## config.mk

```make
export PLATFORM = sky130hd
export DESIGN_NAME = counter_timp
export DESIGN_NICKNAME = d
export VERILOG_FILES = /design/src/rtl/counter_timp_pkg.sv /design/src/rtl/counter_timp_tick.sv /design/src/rtl/counter_timp.sv
export SDC_FILE = /design/constraint.sdc
export NUM_CORES = 1
export LEC_CHECK = 0
export ABC_AREA = 0
export BUFFER_PORTS_ARGS = -buffer_cell sky130_fd_sc_hd__buf_4
export CAP_MARGIN = 20
export CORE_ASPECT_RATIO = 0.8
export CORE_MARGIN = 4
export CORE_UTILIZATION = 48
export DETAILED_ROUTE_END_ITERATION = 16
export PLACE_DENSITY = 0.78
export SLEW_MARGIN = 20
export SYNTH_ARGS = -nofsm -noshare
export SYNTH_HDL_FRONTEND = slang
export SYNTH_SLANG_ARGS = --single-unit
```

## constraint.sdc

```tcl
create_clock -name clock -period 1.8 [get_ports clock]
set_input_delay 0.36 -clock clock [delete_from_list [all_inputs] [get_ports clock]]
set_output_delay 0.36 -clock clock [all_outputs]
set_load 0.005 [all_outputs]
```

## src/rtl/counter_timp_pkg.sv

```systemverilog
// counter_timp_pkg: shared widths, limits, the HH:MM struct and the
// increment/validity helpers used by the time-of-day counter.
package counter_timp_pkg;

  localparam int ORE_W = 5;
  localparam int MIN_W = 6;

  localparam int unsigned MAX_ORE = 23;
  localparam int unsigned MAX_MIN = 59;

  typedef struct packed {
    logic [ORE_W-1:0] ore;
    logic [MIN_W-1:0] minute;
  } timp_t;

  // One-minute advance. Limits are compared with >= so an out-of-range
  // value loaded raw rolls over on its first increment instead of
  // counting up to the field width.
  function automatic timp_t timp_inc(timp_t t);
    timp_t n;
    n = t;
    if (t.minute >= MIN_W'(MAX_MIN)) begin
      n.minute = '0;
      if (t.ore >= ORE_W'(MAX_ORE)) n.ore = '0;
      else                          n.ore = t.ore + 1'b1;
    end else begin
      n.minute = t.minute + 1'b1;
    end
    return n;
  endfunction

  // True when both fields are inside a real time of day.
  function automatic logic timp_valid(timp_t t);
    return (t.ore <= ORE_W'(MAX_ORE)) && (t.minute <= MIN_W'(MAX_MIN));
  endfunction

endpackage

```

## src/rtl/counter_timp_tick.sv

```systemverilog
// counter_timp_tick: minute prescaler. Counts 0..TICKS_PER_MIN-1 and
// raises o_tick for the cycle on which the count wraps. i_clear restarts
// the count and suppresses that cycle's tick.
module counter_timp_tick #(
  parameter int TICKS_PER_MIN = 60
) (
  input  logic clock,
  input  logic reset,
  input  logic i_clear,
  output logic o_tick
);

  localparam int CNT_W = (TICKS_PER_MIN > 1) ? $clog2(TICKS_PER_MIN) : 1;
  localparam logic [CNT_W-1:0] LAST = CNT_W'(TICKS_PER_MIN - 1);

  logic [CNT_W-1:0] r_cnt;
  logic             w_last;

  // With TICKS_PER_MIN=1 the count is pinned at 0, so w_last is always set.
  assign w_last = (r_cnt == LAST);
  assign o_tick = w_last && !i_clear;

  // Prescaler: clear wins over wrap, wrap resets to 0, otherwise count up.
  always_ff @(posedge clock or negedge reset) begin
    if (!reset)                 r_cnt <= '0;
    else if (i_clear || w_last) r_cnt <= '0;
    else                        r_cnt <= r_cnt + 1'b1;
  end

endmodule

```

## src/rtl/counter_timp.sv

```systemverilog
// counter_timp: registered HH:MM time-of-day counter with two presets.
// Priority per edge: reset, load_1, load_2, minute tick.
// Optional build macro COUNTER_TIMP_RANGE_CHECK_EN: presets with hours
// above 23 or minutes above 59 are refused (time and prescaler untouched),
// letting a valid load_2 through when load_1 is refused.
module counter_timp
  import counter_timp_pkg::*;
#(
  parameter int TICKS_PER_MIN = 60
) (
  input  logic             clock,
  input  logic             reset,
  input  logic [ORE_W-1:0] timp_ore1,
  input  logic [MIN_W-1:0] timp_minute1,
  input  logic [ORE_W-1:0] timp_ore2,
  input  logic [MIN_W-1:0] timp_minute2,
  input  logic             load_1,
  input  logic             load_2,
  output logic [ORE_W-1:0] out_ore,
  output logic [MIN_W-1:0] out_minute
);

  timp_t w_p1;
  timp_t w_p2;
  timp_t w_sel;
  timp_t r_time;
  logic  w_ld1;
  logic  w_ld2;
  logic  w_load;
  logic  w_tick;

  assign w_p1 = '{ore: timp_ore1, minute: timp_minute1};
  assign w_p2 = '{ore: timp_ore2, minute: timp_minute2};

`ifdef COUNTER_TIMP_RANGE_CHECK_EN
  // A refused preset behaves as if its load were low.
  assign w_ld1 = load_1 && timp_valid(w_p1);
  assign w_ld2 = load_2 && timp_valid(w_p2);
`else
  assign w_ld1 = load_1;
  assign w_ld2 = load_2;
`endif

  assign w_load = w_ld1 || w_ld2;
  assign w_sel  = w_ld1 ? w_p1 : w_p2;

  // Any accepted load restarts the minute so the first increment lands a
  // full TICKS_PER_MIN edges after it.
  counter_timp_tick #(
    .TICKS_PER_MIN(TICKS_PER_MIN)
  ) u_tick (
    .clock  (clock),
    .reset  (reset),
    .i_clear(w_load),
    .o_tick (w_tick)
  );

  // Time register: load beats tick; a held load keeps reloading.
  always_ff @(posedge clock or negedge reset) begin
    if (!reset)      r_time <= '0;
    else if (w_load) r_time <= w_sel;
    else if (w_tick) r_time <= timp_inc(r_time);
  end

  assign out_ore    = r_time.ore;
  assign out_minute = r_time.minute;

endmodule

```

==> out/results.ini, run 1 <==
[synth]
syn-cell-area_mm2=0.001037
fraction_of_registers_with_async_set_or_reset_after_synthesis=1.000
synthesis.area_per_instance_um2=9.345
yosys-top-cells-area=sky130_fd_sc_hd__dfrtp_1 41%, sky130_fd_sc_hd__nor2_1 4.7%, sky130_fd_sc_hd__a222oi_1 3.9%, sky130_fd_sc_hd__ha_1 3.6%, sky130_fd_sc_hd__a21oi_1 3.4%
synthMostInstantiatedCell=sky130_fd_sc_hd__dfrtp_1
synth_sequential_area_ratio=0.4101
most_instantiated_flip_flop_cell_in_the_synthesis_netlist=sky130_fd_sc_hd__dfrtp_1
ys_ff_latch=17
synth_edf_count=0
synth.top_cell.area_share=0.4101
yosysWarningCount=0
synth_commonest_cells=17 x sky130_fd_sc_hd__dfrtp_1, 13 x sky130_fd_sc_hd__nor2_1, 7 x sky130_fd_sc_hd__a21oi_1, 7 x sky130_fd_sc_hd__nand3_1
synth_area_leader_cell=sky130_fd_sc_hd__dfrtp_1
number_of_nets_in_the_synthesized_netlist=140
cell_count_after_synthesis=111
yosys.cell_types.count=38

[cells_and_area]
design.final.nets=181
antenna_cells_inserted=0
stdcell_area_mm2=0.001383
area_delta_synth_final_pct=33.29
layoutNonFillerInstCount=175
fillCellCount=161
fraction_of_final_layout_cells_with_drive_strength_greater_than_1=0.3377

[pwr]
power.share.switching=0.3085
combinationalPowerShare=0.275
clockPowerShare=0.225
vdd_drop_max_uv=472.4
power_per_cell_area_mw_per_mm2=671.5
seq_power_share=0.499
power.net_switching_mw=0.2864
p_int_mw=0.6420
power_leakage_nw=0.6557

[sta]
worst_clock_skew_ns=0.01097
setup_viol_count_final=0
layout_worst_path_cycle_share=0.9481
min_period_ns=1.707
rsz0062_at_grt=false
timing_hold_violations_final=0
fmax_ghz=0.5859
setup-tns-final_ns=0
post_route_worst_hold_slack_ns=0.3470
worst_slew_slack_as_a_fraction_of_its_limit=0.6095
final_max_slew_viols=0
max_slew.worst_pin.slew_ns=0.5845

[floorplanning]
die-width_um=59.97
dieArea_mm2=0.002973
io-pin-count=37
core.rowCount=14
core_mm2=0.001962
die_h_um=49.58
initial_core_util=0.5287

[global_routing]
grt_use_met2=0.3219
track_usage=0.2012
antenna_found_initial=0
grt_max_degree=18
groute.layer.met3.usage=0.06005
grt_busiest_layer=met2
first_global_vias=1028
grt_pass1_wl_um=4554
gr-total-overflow=0
grt_use_met1=0.2613

[place]
post_dp_cell_area_mm2=0.001338
detailed_place_hpwl_um=2190
gp_congestion=0.8536
port_buffers=36
numPlacedInstances=170

[cts]
post_cts_buffers=0
ctsHtreeMaxLevel=1
clock-sinks=17
cts_root_buffer=sky130_fd_sc_hd__clkbuf_4
cts.path.max_buffers=2
clock_insertion_delay_at_the_later_pin_of_the_skew_report_ns=0.30
tritoncts.num_buffers=3
tritoncts=done
worst_setup_hold_path_clk_slew_ns=0.10

[setup_path]
setup.worst_path.start_class=register
r2r-start=out_minute[0]
worst-endpoint-arrival_ns=1.87
r2r.worst_path.cells=5
timing.setup.critical_path_class=reg -> reg
critPathRequiredTime_ns=1.97
rrSetupSlack_ns=0.09
max_fo_critical_path=7
r2r-end=out_ore[2]
worstSetupEndpointType=register
crit_path_end=out_ore[2]
crit_start=out_minute[0]

[drt]
routed_wl_um=2857
wl_per_cell_um=16.33
route.detailed.vias_per_inst=5.920
via_count=1036
drc=0
detailedRoute.firstPassIterationCount=4
drt_first_iter_violations=38
postRouteAntennaNets=0

[run_status]
run_status=finished, final reports clean

[min_path]
holdCritPathClass=in -> reg
hold_path_startpoint=timp_minute2[4]

[flow_run]
cap_viol_max_count=0

-- power groups by stage --
stage	Clock, mW	Combinational [mW]	Sequential [mW]
2_1_floorplan	0	0.118	0.462
3_3_place_gp	0	0.247	0.466
3_5_place_dp	0	0.250	0.468
4_1_cts	0.211	0.254	0.461
5_1_grt	0.238	0.280	0.470
6_report	0.209	0.256	0.464
-- state kept, by name, summed over array words and instances (netlist names) --
register      count
out_minute        6
u_tick.r_cnt      6
out_ore           5
-- cell families after synthesis --
group	share of synthesized area
AO/OA/AOI/OAI	0.2931
adder cells (fa/ha/maj)	0.03619
flip-flops	0.4101
XOR/XNOR	0.03378
buffers and inverters	0.04342
AND/OR/NAND/NOR	0.1834
-- metrics by stage --
stage	power, mW	setup WS (ns)	utilization
after floorplan	0.5802	0.2547	-
after global placement	0.7133	0.03104	0.6818
after detailed placement	0.7186	0.04790	0.6818
after CTS	0.9253	0.01569	0.7003
after global routing	0.9889	0.02485	0.7047
final	0.9285	0.09334	0.7047
-- worst min path at each step --
| stage | to | slack, ns | cells after the start |
|---|---|---|---|
| floorplan | out_minute[0] | 0.06 | 0 |
| global placement | u_tick.r_cnt[3] | 0.23 | 1 |
| detailed placement | u_tick.r_cnt[3] | 0.24 | 1 |
| CTS | out_minute[4] | 0.34 | 3 |
| global route | out_ore[2] | 0.35 | 3 |
| finish | out_minute[4] | 0.35 | 3 |
-- layout make-up --
cell class | instances | area (um2) | area share
Inverter | 6 | 22.52 | 0.01629
Tap cell | 24 | 30.03 | 0.02172
Sequential cell | 17 | 425.4 | 0.3077
Multi-Input combinational cell | 84 | 575.6 | 0.4163
Timing Repair Buffer | 40 | 302.8 | 0.2190
Clock buffer | 4 | 26.28 | 0.01900
-- worst max-delay path, stage by stage, from the launching register on --
cell and delay (ns):
sky130_fd_sc_hd__dfrtp_1 0.44, sky130_fd_sc_hd__ha_2 0.26, sky130_fd_sc_hd__o2111ai_2 0.17, sky130_fd_sc_hd__o31a_1 0.41, sky130_fd_sc_hd__o21ai_0 0.20, sky130_fd_sc_hd__o21ai_1 0.09
-- per-layer routing --
layer | routed length (um) | part of all wire | vias up
li1 | - | - | 503
met1 | 1293 | 0.45 | 497
met2 | 1369 | 0.48 | 36
met3 | 194 | 0.068 | 0
met4 | 0 | 0 | 0
met5 | 0 | 0 | -
-- layout by cell type, fill, tap and decap left out, drive strengths merged --
master / count
a211oi: 1
a21o: 2
a21oi: 8
a221o: 1
a221oi: 1
a222oi: 4
a22o: 2
a22oi: 2
a31o: 1
a31oi: 2
and3: 2
buf: 39
clkbuf: 4
dfrtp: 17
dlygate4sd3: 1
ha: 3
inv: 6
nand2: 6
nand3: 7
nand4b: 1
nor2: 13
nor2b: 3
nor3: 3
o2111ai: 1
o21ai: 5
o22ai: 4
o31a: 2
o31ai: 2
o41ai: 2
or2: 2
xnor2: 2
xor2: 2
-- timing repair --
item                                    CTS  global route
resized for setup                         0             2
endpoints found under the setup margin    0             9
endpoints found under the hold margin    17             0
hold buffers                              1             0
(Power assumes the default switching activity.)
==> run 2, diff against run 1 <==
==> constraint.sdc (replaced) <==
create_clock -name clock -period 1.8 [get_ports clock]
set_input_delay 0.36 -clock clock [delete_from_list [all_inputs] [get_ports clock]]
set_output_delay 0.36 -clock clock [all_outputs]
set_load 0.05 [all_outputs]
==> out/results.ini, run 2 (synthesis gave the netlist of run 1 again) <==
[place]
detailed_place_hpwl_um=2067  ; -5.6%
gp_congestion=0.8151  ; -4.5%
port_buffers=36  ; unchanged
post-place-ws_ns=0.1403  ; +0.09244 ns

[floorplanning]
core.rowCount=14  ; unchanged
die_h_um=49.58  ; unchanged
core_mm2=0.001962  ; unchanged
io-pin-count=37  ; unchanged
dieArea_mm2=0.002973  ; unchanged
initial_core_util=0.5287  ; unchanged
die-width_um=59.97  ; unchanged

[cts]
worst_setup_hold_path_clk_slew_ns=0.11  ; about the same
clock_insertion_delay_at_the_later_pin_of_the_skew_report_ns=0.30  ; about the same
cts.path.max_buffers=2  ; unchanged
tritoncts=done
tritoncts.num_buffers=3  ; unchanged
cts_root_buffer=sky130_fd_sc_hd__clkbuf_4
clock-sinks=17  ; unchanged
post_cts_buffers=0  ; unchanged
ctsHtreeMaxLevel=1  ; unchanged

[sta]
layout_worst_path_cycle_share=0.9235  ; -0.02469
rsz0062_at_grt=false
worst_slack_ns=0.1378  ; +0.04445 ns
worst_clock_skew_ns=0.01111  ; +0.0001411 ns
timing_hold_violations_final=0  ; unchanged
max_slew.worst_pin.slew_ns=0.5611  ; -0.02340 ns
setup-tns-final_ns=0  ; unchanged
setup_viol_count_final=0  ; unchanged
post_route_worst_hold_slack_ns=0.3468  ; -0.0002450 ns
min_period_ns=1.662  ; -0.04445 ns
fmax_ghz=0.6016  ; +2.7%
final_max_slew_viols=0  ; unchanged
worst_slew_slack_as_a_fraction_of_its_limit=0.6227  ; +0.01321

[min_path]
holdCritPathClass=in -> reg

[pwr]
power.net_switching_mw=0.3890  ; +36%
p_int_mw=0.6462  ; +0.66%
power_per_cell_area_mw_per_mm2=748.1  ; +11%
vdd_drop_max_uv=508.9  ; +7.7%
finalPower_mw=1.035  ; +11%
power_leakage_nw=0.6608  ; +0.77%
seq_power_share=0.448  ; -0.051
power.share.switching=0.3758  ; +0.06724
combinationalPowerShare=0.350  ; +0.075
clockPowerShare=0.202  ; -0.023

[cells_and_area]
area_delta_synth_final_pct=33.41  ; about the same
design.final.nets=182  ; +0.55%
layout_common_cells=40 x sky130_fd_sc_hd__buf_4, 15 x sky130_fd_sc_hd__dfrtp_1, 13 x sky130_fd_sc_hd__nor2_1
final_util=0.7054  ; about the same
antenna_cells_inserted=0  ; unchanged
fraction_of_final_layout_cells_with_drive_strength_greater_than_1=0.3421  ; +0.004357
fillCellCount=154  ; -4.3%
leading_cell_type_in_the_layout_fill_and_taps_excluded=sky130_fd_sc_hd__buf_4

[setup_path]
critPathRequiredTime_ns=2.02  ; +0.05 ns
worstSetupEndpointType=register
critPathSlowestCell=sky130_fd_sc_hd__dfrtp_2
critical-path-max-stage-delay_ns=0.45  ; about the same
timing.setup.critical_path_class=reg -> reg
path_cells=ha_1 > o2111ai_1 > o31a_1 > o21ai_0 > o21ai_1
rrSetupSlack_ns=0.14  ; +0.04 ns
max_fo_critical_path=7  ; unchanged
worst-endpoint-arrival_ns=1.88  ; about the same
setup.worst_path.start_class=register

[run_status]
run_status=finished, final reports clean

[flow_run]
cap_viol_max_count=0  ; unchanged

[global_routing]
grt_pass1_wl_um=4547  ; -0.15%
first_global_vias=993  ; -3.4%
gr-total-overflow=0  ; unchanged
grt_max_degree=18  ; unchanged
antenna_found_initial=0  ; unchanged
track_usage=0.1981  ; -0.003088

[drt]
routed_wl_um=2653  ; -7.1%
met2RoutedLength_um=1247  ; -8.9%
highest-signal-layer=met4
via_count=1056  ; +1.9%
drc=0  ; unchanged
drt_first_iter_violations=42  ; +11%
wl_per_cell_um=15.07  ; -7.7%
routed-wl-met3_um=214  ; +10%
route.detailed.vias_per_inst=6.000  ; +1.4%
met1Wirelength_um=1186  ; -8.3%
postRouteAntennaNets=0  ; unchanged
detailedRoute.firstPassIterationCount=6  ; +2

-- run 2: cell count changes in the layout (fill, tap and decap cells not counted) --
cell,delta
sky130_fd_sc_hd__dfrtp_1,-2
sky130_fd_sc_hd__dfrtp_2,+2
sky130_fd_sc_hd__or2_1,+1
sky130_fd_sc_hd__ha_2,-1
sky130_fd_sc_hd__o2111ai_1,+1
sky130_fd_sc_hd__o2111ai_2,-1
sky130_fd_sc_hd__buf_4,+1
sky130_fd_sc_hd__ha_1,+1
sky130_fd_sc_hd__or2_0,-1
-- run 2: critical path, delay by kind of cell (launching register included) --
family	cells	cell delay [ns]
adders and majority gates	1	0.26
DFF	1	0.45
AOI/OAI and AO/OA	4	0.87
-- run 2: cell type report --
type,count,area [um2],share of cell area
multi-input cells,84,566.8,0.4096
clock buffers,4,26.28,0.01899
flip-flops and latches,17,427.9,0.3092
repair buffers,41,310.3,0.2242
well taps,24,30.03,0.02170
inverters,6,22.52,0.01627
-- run 2: per-layer routing --
| layer | GRT usage | up-vias |
|---|---|---|
| met5 | 0 | - |
| li1 | - | 505 |
| met4 | 0.05166 | 0 |
| met3 | 0.06789 | 2 |
| met2 | 0.3147 | 53 |
| met1 | 0.2536 | 496 |
-- run 2: worst paths after layout --
kind | from | to | cells after the start
worst max-delay path | out_minute[0] | out_ore[2] | 5
worst min-delay path | timp_minute1[1] | out_minute[1] | 3
worst max register to register | out_minute[0] | out_ore[2] | 5
worst min register to register | u_tick.r_cnt[0] | u_tick.r_cnt[0] | 1
max in group asynchronous | reset | out_minute[1] | 2
min in group asynchronous | reset | u_tick.r_cnt[4] | 2
-- run 2: per-stage QoR --
| stage | std cells | cell area [um2] |
|---|---|---|
| after CTS | 176 | 1384 |
| after global routing | 176 | 1384 |
| final | 176 | 1384 |
| after global placement | 171 | 1348 |
| after floorplan | 111 | 1040 |
| after detailed placement | 171 | 1348 |
-- run 2: timing repair --
item / 4_1_cts / 5_1_grt
endpoints found under the hold margin: 17 / 0
gates resized for setup: 0 / 1
hold buffers: 1 / 0
endpoints found under the setup margin: 0 / 1
-- run 2: power by group through the flow --
stage | clock (mW) | combinational, mW | sequential, mW
final | 0.209 | 0.362 | 0.464
after CTS | 0.215 | 0.363 | 0.463
after detailed placement | 0 | 0.360 | 0.470
after global placement | 0 | 0.359 | 0.468
after floorplan | 0 | 0.118 | 0.571
after global routing | 0.236 | 0.390 | 0.470
==> run 3, diff against run 2 <==
Settings changed: RECOVER_POWER from default to 25.
==> out/results.ini, run 3 (synthesis gave the netlist of run 1 again) <==
[run_status]
run_status=finished, final reports clean

[cells_and_area]
fraction_of_final_layout_cells_with_drive_strength_greater_than_1=0.3355  ; -0.006579
antenna_cells_inserted=0  ; unchanged
layoutNonFillerInstCount=176  ; unchanged
fillCellCount=154  ; unchanged
leading_cell_type_in_the_layout_fill_and_taps_excluded=sky130_fd_sc_hd__buf_4
final_util=0.7034  ; -0.001913
multi_input_area_um2=566.8  ; unchanged
sequential_cell_area_um2=427.9  ; unchanged
layout_common_cells=39 x sky130_fd_sc_hd__buf_4, 15 x sky130_fd_sc_hd__dfrtp_1, 13 x sky130_fd_sc_hd__nor2_1
design.final.nets=182  ; unchanged
stdcell_area_mm2=0.001380  ; -0.27%
area_delta_synth_final_pct=33.05

[global_routing]
grt_pass1_wl_um=4547  ; unchanged
grt_max_degree=18  ; unchanged
first_global_vias=993  ; unchanged
track_usage=0.1981  ; unchanged
gr-total-overflow=0  ; unchanged
antenna_found_initial=0  ; unchanged

[place]
port_buffers=36  ; unchanged
gp_congestion=0.8151  ; unchanged
numPlacedInstances=171  ; unchanged
post-place-ws_ns=0.1403  ; unchanged
post_dp_cell_area_mm2=0.001348  ; unchanged
detailed_place_hpwl_um=2067  ; unchanged

[setup_path]
crit_path_end=out_ore[2]
path_buf_inv=0  ; unchanged
r2r-start=out_minute[0]
critPathSlowestCell=sky130_fd_sc_hd__dfrtp_2
worst-endpoint-arrival_ns=1.88  ; about the same
worstSetupEndpointType=register
rrSetupSlack_ns=0.14  ; about the same
path_cells=ha_1 > o2111ai_1 > o31a_1 > o21ai_0 > o21ai_1
timing.setup.critical_path_class=reg -> reg
r2r-end=out_ore[2]
critical_path.top_delay_family=compound AO/OA/AOI/OAI gates
cell_count_along_the_critical_path=5  ; unchanged
crit_start=out_minute[0]
r2r.worst_path.cells=5  ; unchanged
critPathRequiredTime_ns=2.02  ; about the same
setup.worst_path.start_class=register
critical-path-max-stage-delay_ns=0.45  ; about the same
max_fo_critical_path=7  ; unchanged

[drt]
wl_per_cell_um=15.06  ; about the same
via_count=1056  ; unchanged
drc=0  ; unchanged
routed-wl-met3_um=214  ; unchanged
met1Wirelength_um=1185  ; about the same
routed_wl_um=2651  ; about the same
route.detailed.vias_per_inst=6.000  ; unchanged
drt_first_iter_violations=42  ; unchanged
detailedRoute.firstPassIterationCount=6  ; unchanged
met2RoutedLength_um=1246  ; about the same
highest-signal-layer=met4
postRouteAntennaNets=0  ; unchanged

[cts]
clock-sinks=17  ; unchanged
clock_insertion_delay_at_the_later_pin_of_the_skew_report_ns=0.30  ; about the same
cts.path.max_buffers=2  ; unchanged
cts_root_buffer=sky130_fd_sc_hd__clkbuf_4
tritoncts.num_buffers=3  ; unchanged
tritoncts=done
ctsHtreeMaxLevel=1  ; unchanged
worst_setup_hold_path_clk_slew_ns=0.11  ; about the same

[pwr]
power_leakage_nw=0.6572  ; -0.55%
power_per_cell_area_mw_per_mm2=749.3  ; +0.17%
vdd_drop_max_uv=508.7  ; about the same

[sta]
setup_viol_count_final=0  ; unchanged
timing_hold_violations_final=0  ; unchanged
fmax_ghz=0.6016  ; unchanged
layout_worst_path_cycle_share=0.9235  ; unchanged
min_period_ns=1.662  ; unchanged
worst_slew_slack_as_a_fraction_of_its_limit=0.3811  ; -0.2416
worst_clock_skew_ns=0.01111  ; unchanged
final_max_slew_viols=0  ; unchanged
max_slew.worst_pin.slew_ns=0.9283  ; +0.3672 ns
worst_slack_ns=0.1378  ; unchanged
setup-tns-final_ns=0  ; unchanged
rsz0062_at_grt=false

[floorplanning]
core.rowCount=14  ; unchanged
dieArea_mm2=0.002973  ; unchanged
initial_core_util=0.5287  ; unchanged
io-pin-count=37  ; unchanged
die_h_um=49.58  ; unchanged
die-width_um=59.97  ; unchanged
core_mm2=0.001962  ; unchanged

[flow_run]
cap_viol_max_count=0  ; unchanged

[min_path]
holdCritPathClass=in -> reg

[run 3: timing repair]
action	in CTS	in global routing
setup buffers	0	0
resized for setup	0	1
endpoints found under the setup margin	0	1
hold buffers	1	0
hold endpoints to repair	17	0
[run 3: layer usage]
| layer | track usage | up-vias |
|---|---|---|
| met5 | 0 | - |
| met4 | 0.05166 | 0 |
| met3 | 0.06789 | 2 |
| met2 | 0.3147 | 53 |
| met1 | 0.2536 | 496 |
| li1 | - | 505 |
[run 3: area by class of cell]
class | count | area share
timing repair buffer | 41 | 0.2221
clock buffer | 4 | 0.01904
multi-input combinational | 84 | 0.4107
sequential | 17 | 0.3101
inverter | 6 | 0.01632
tap | 24 | 0.02176
[run 3: report_power, final]
part           total, mW  leakage, nW  switching [mW]  internal, mW
clock              0.209       0.0150           0.123        0.0863
combinational      0.361        0.429           0.218         0.143
sequential         0.464        0.213          0.0482         0.416
total               1.03        0.657           0.389         0.645
[run 3: worst min-delay path, stage by stage]
cell and delay [ns]:
sky130_fd_sc_hd__buf_4 0.07, sky130_fd_sc_hd__o21ai_0 0.06, sky130_fd_sc_hd__o22ai_1 0.10
[run 3: how the worst min path moves through the flow]
stage	start	endpoint	cells past startpoint	slack, ns
6_report	timp_minute1[1]	out_minute[1]	3	0.35
5_1_grt	timp_minute2[4]	out_minute[4]	3	0.34
4_1_cts	timp_minute1[1]	out_minute[1]	3	0.35
3_5_place_dp	reset	u_tick.r_cnt[4]	1	0.24
3_3_place_gp	reset	u_tick.r_cnt[4]	1	0.24
2_1_floorplan	reset	out_minute[0]	0	0.06
[run 3: through the flow]
step / power [mW] / hold slack, ns
after floorplan: 0.6890 / 0.06441
after global placement: 0.8269 / 0.2368
after detailed placement: 0.8305 / 0.2377
after CTS: 1.040 / 0.3478
after global routing: 1.095 / 0.3375
final: 1.034 / 0.3468
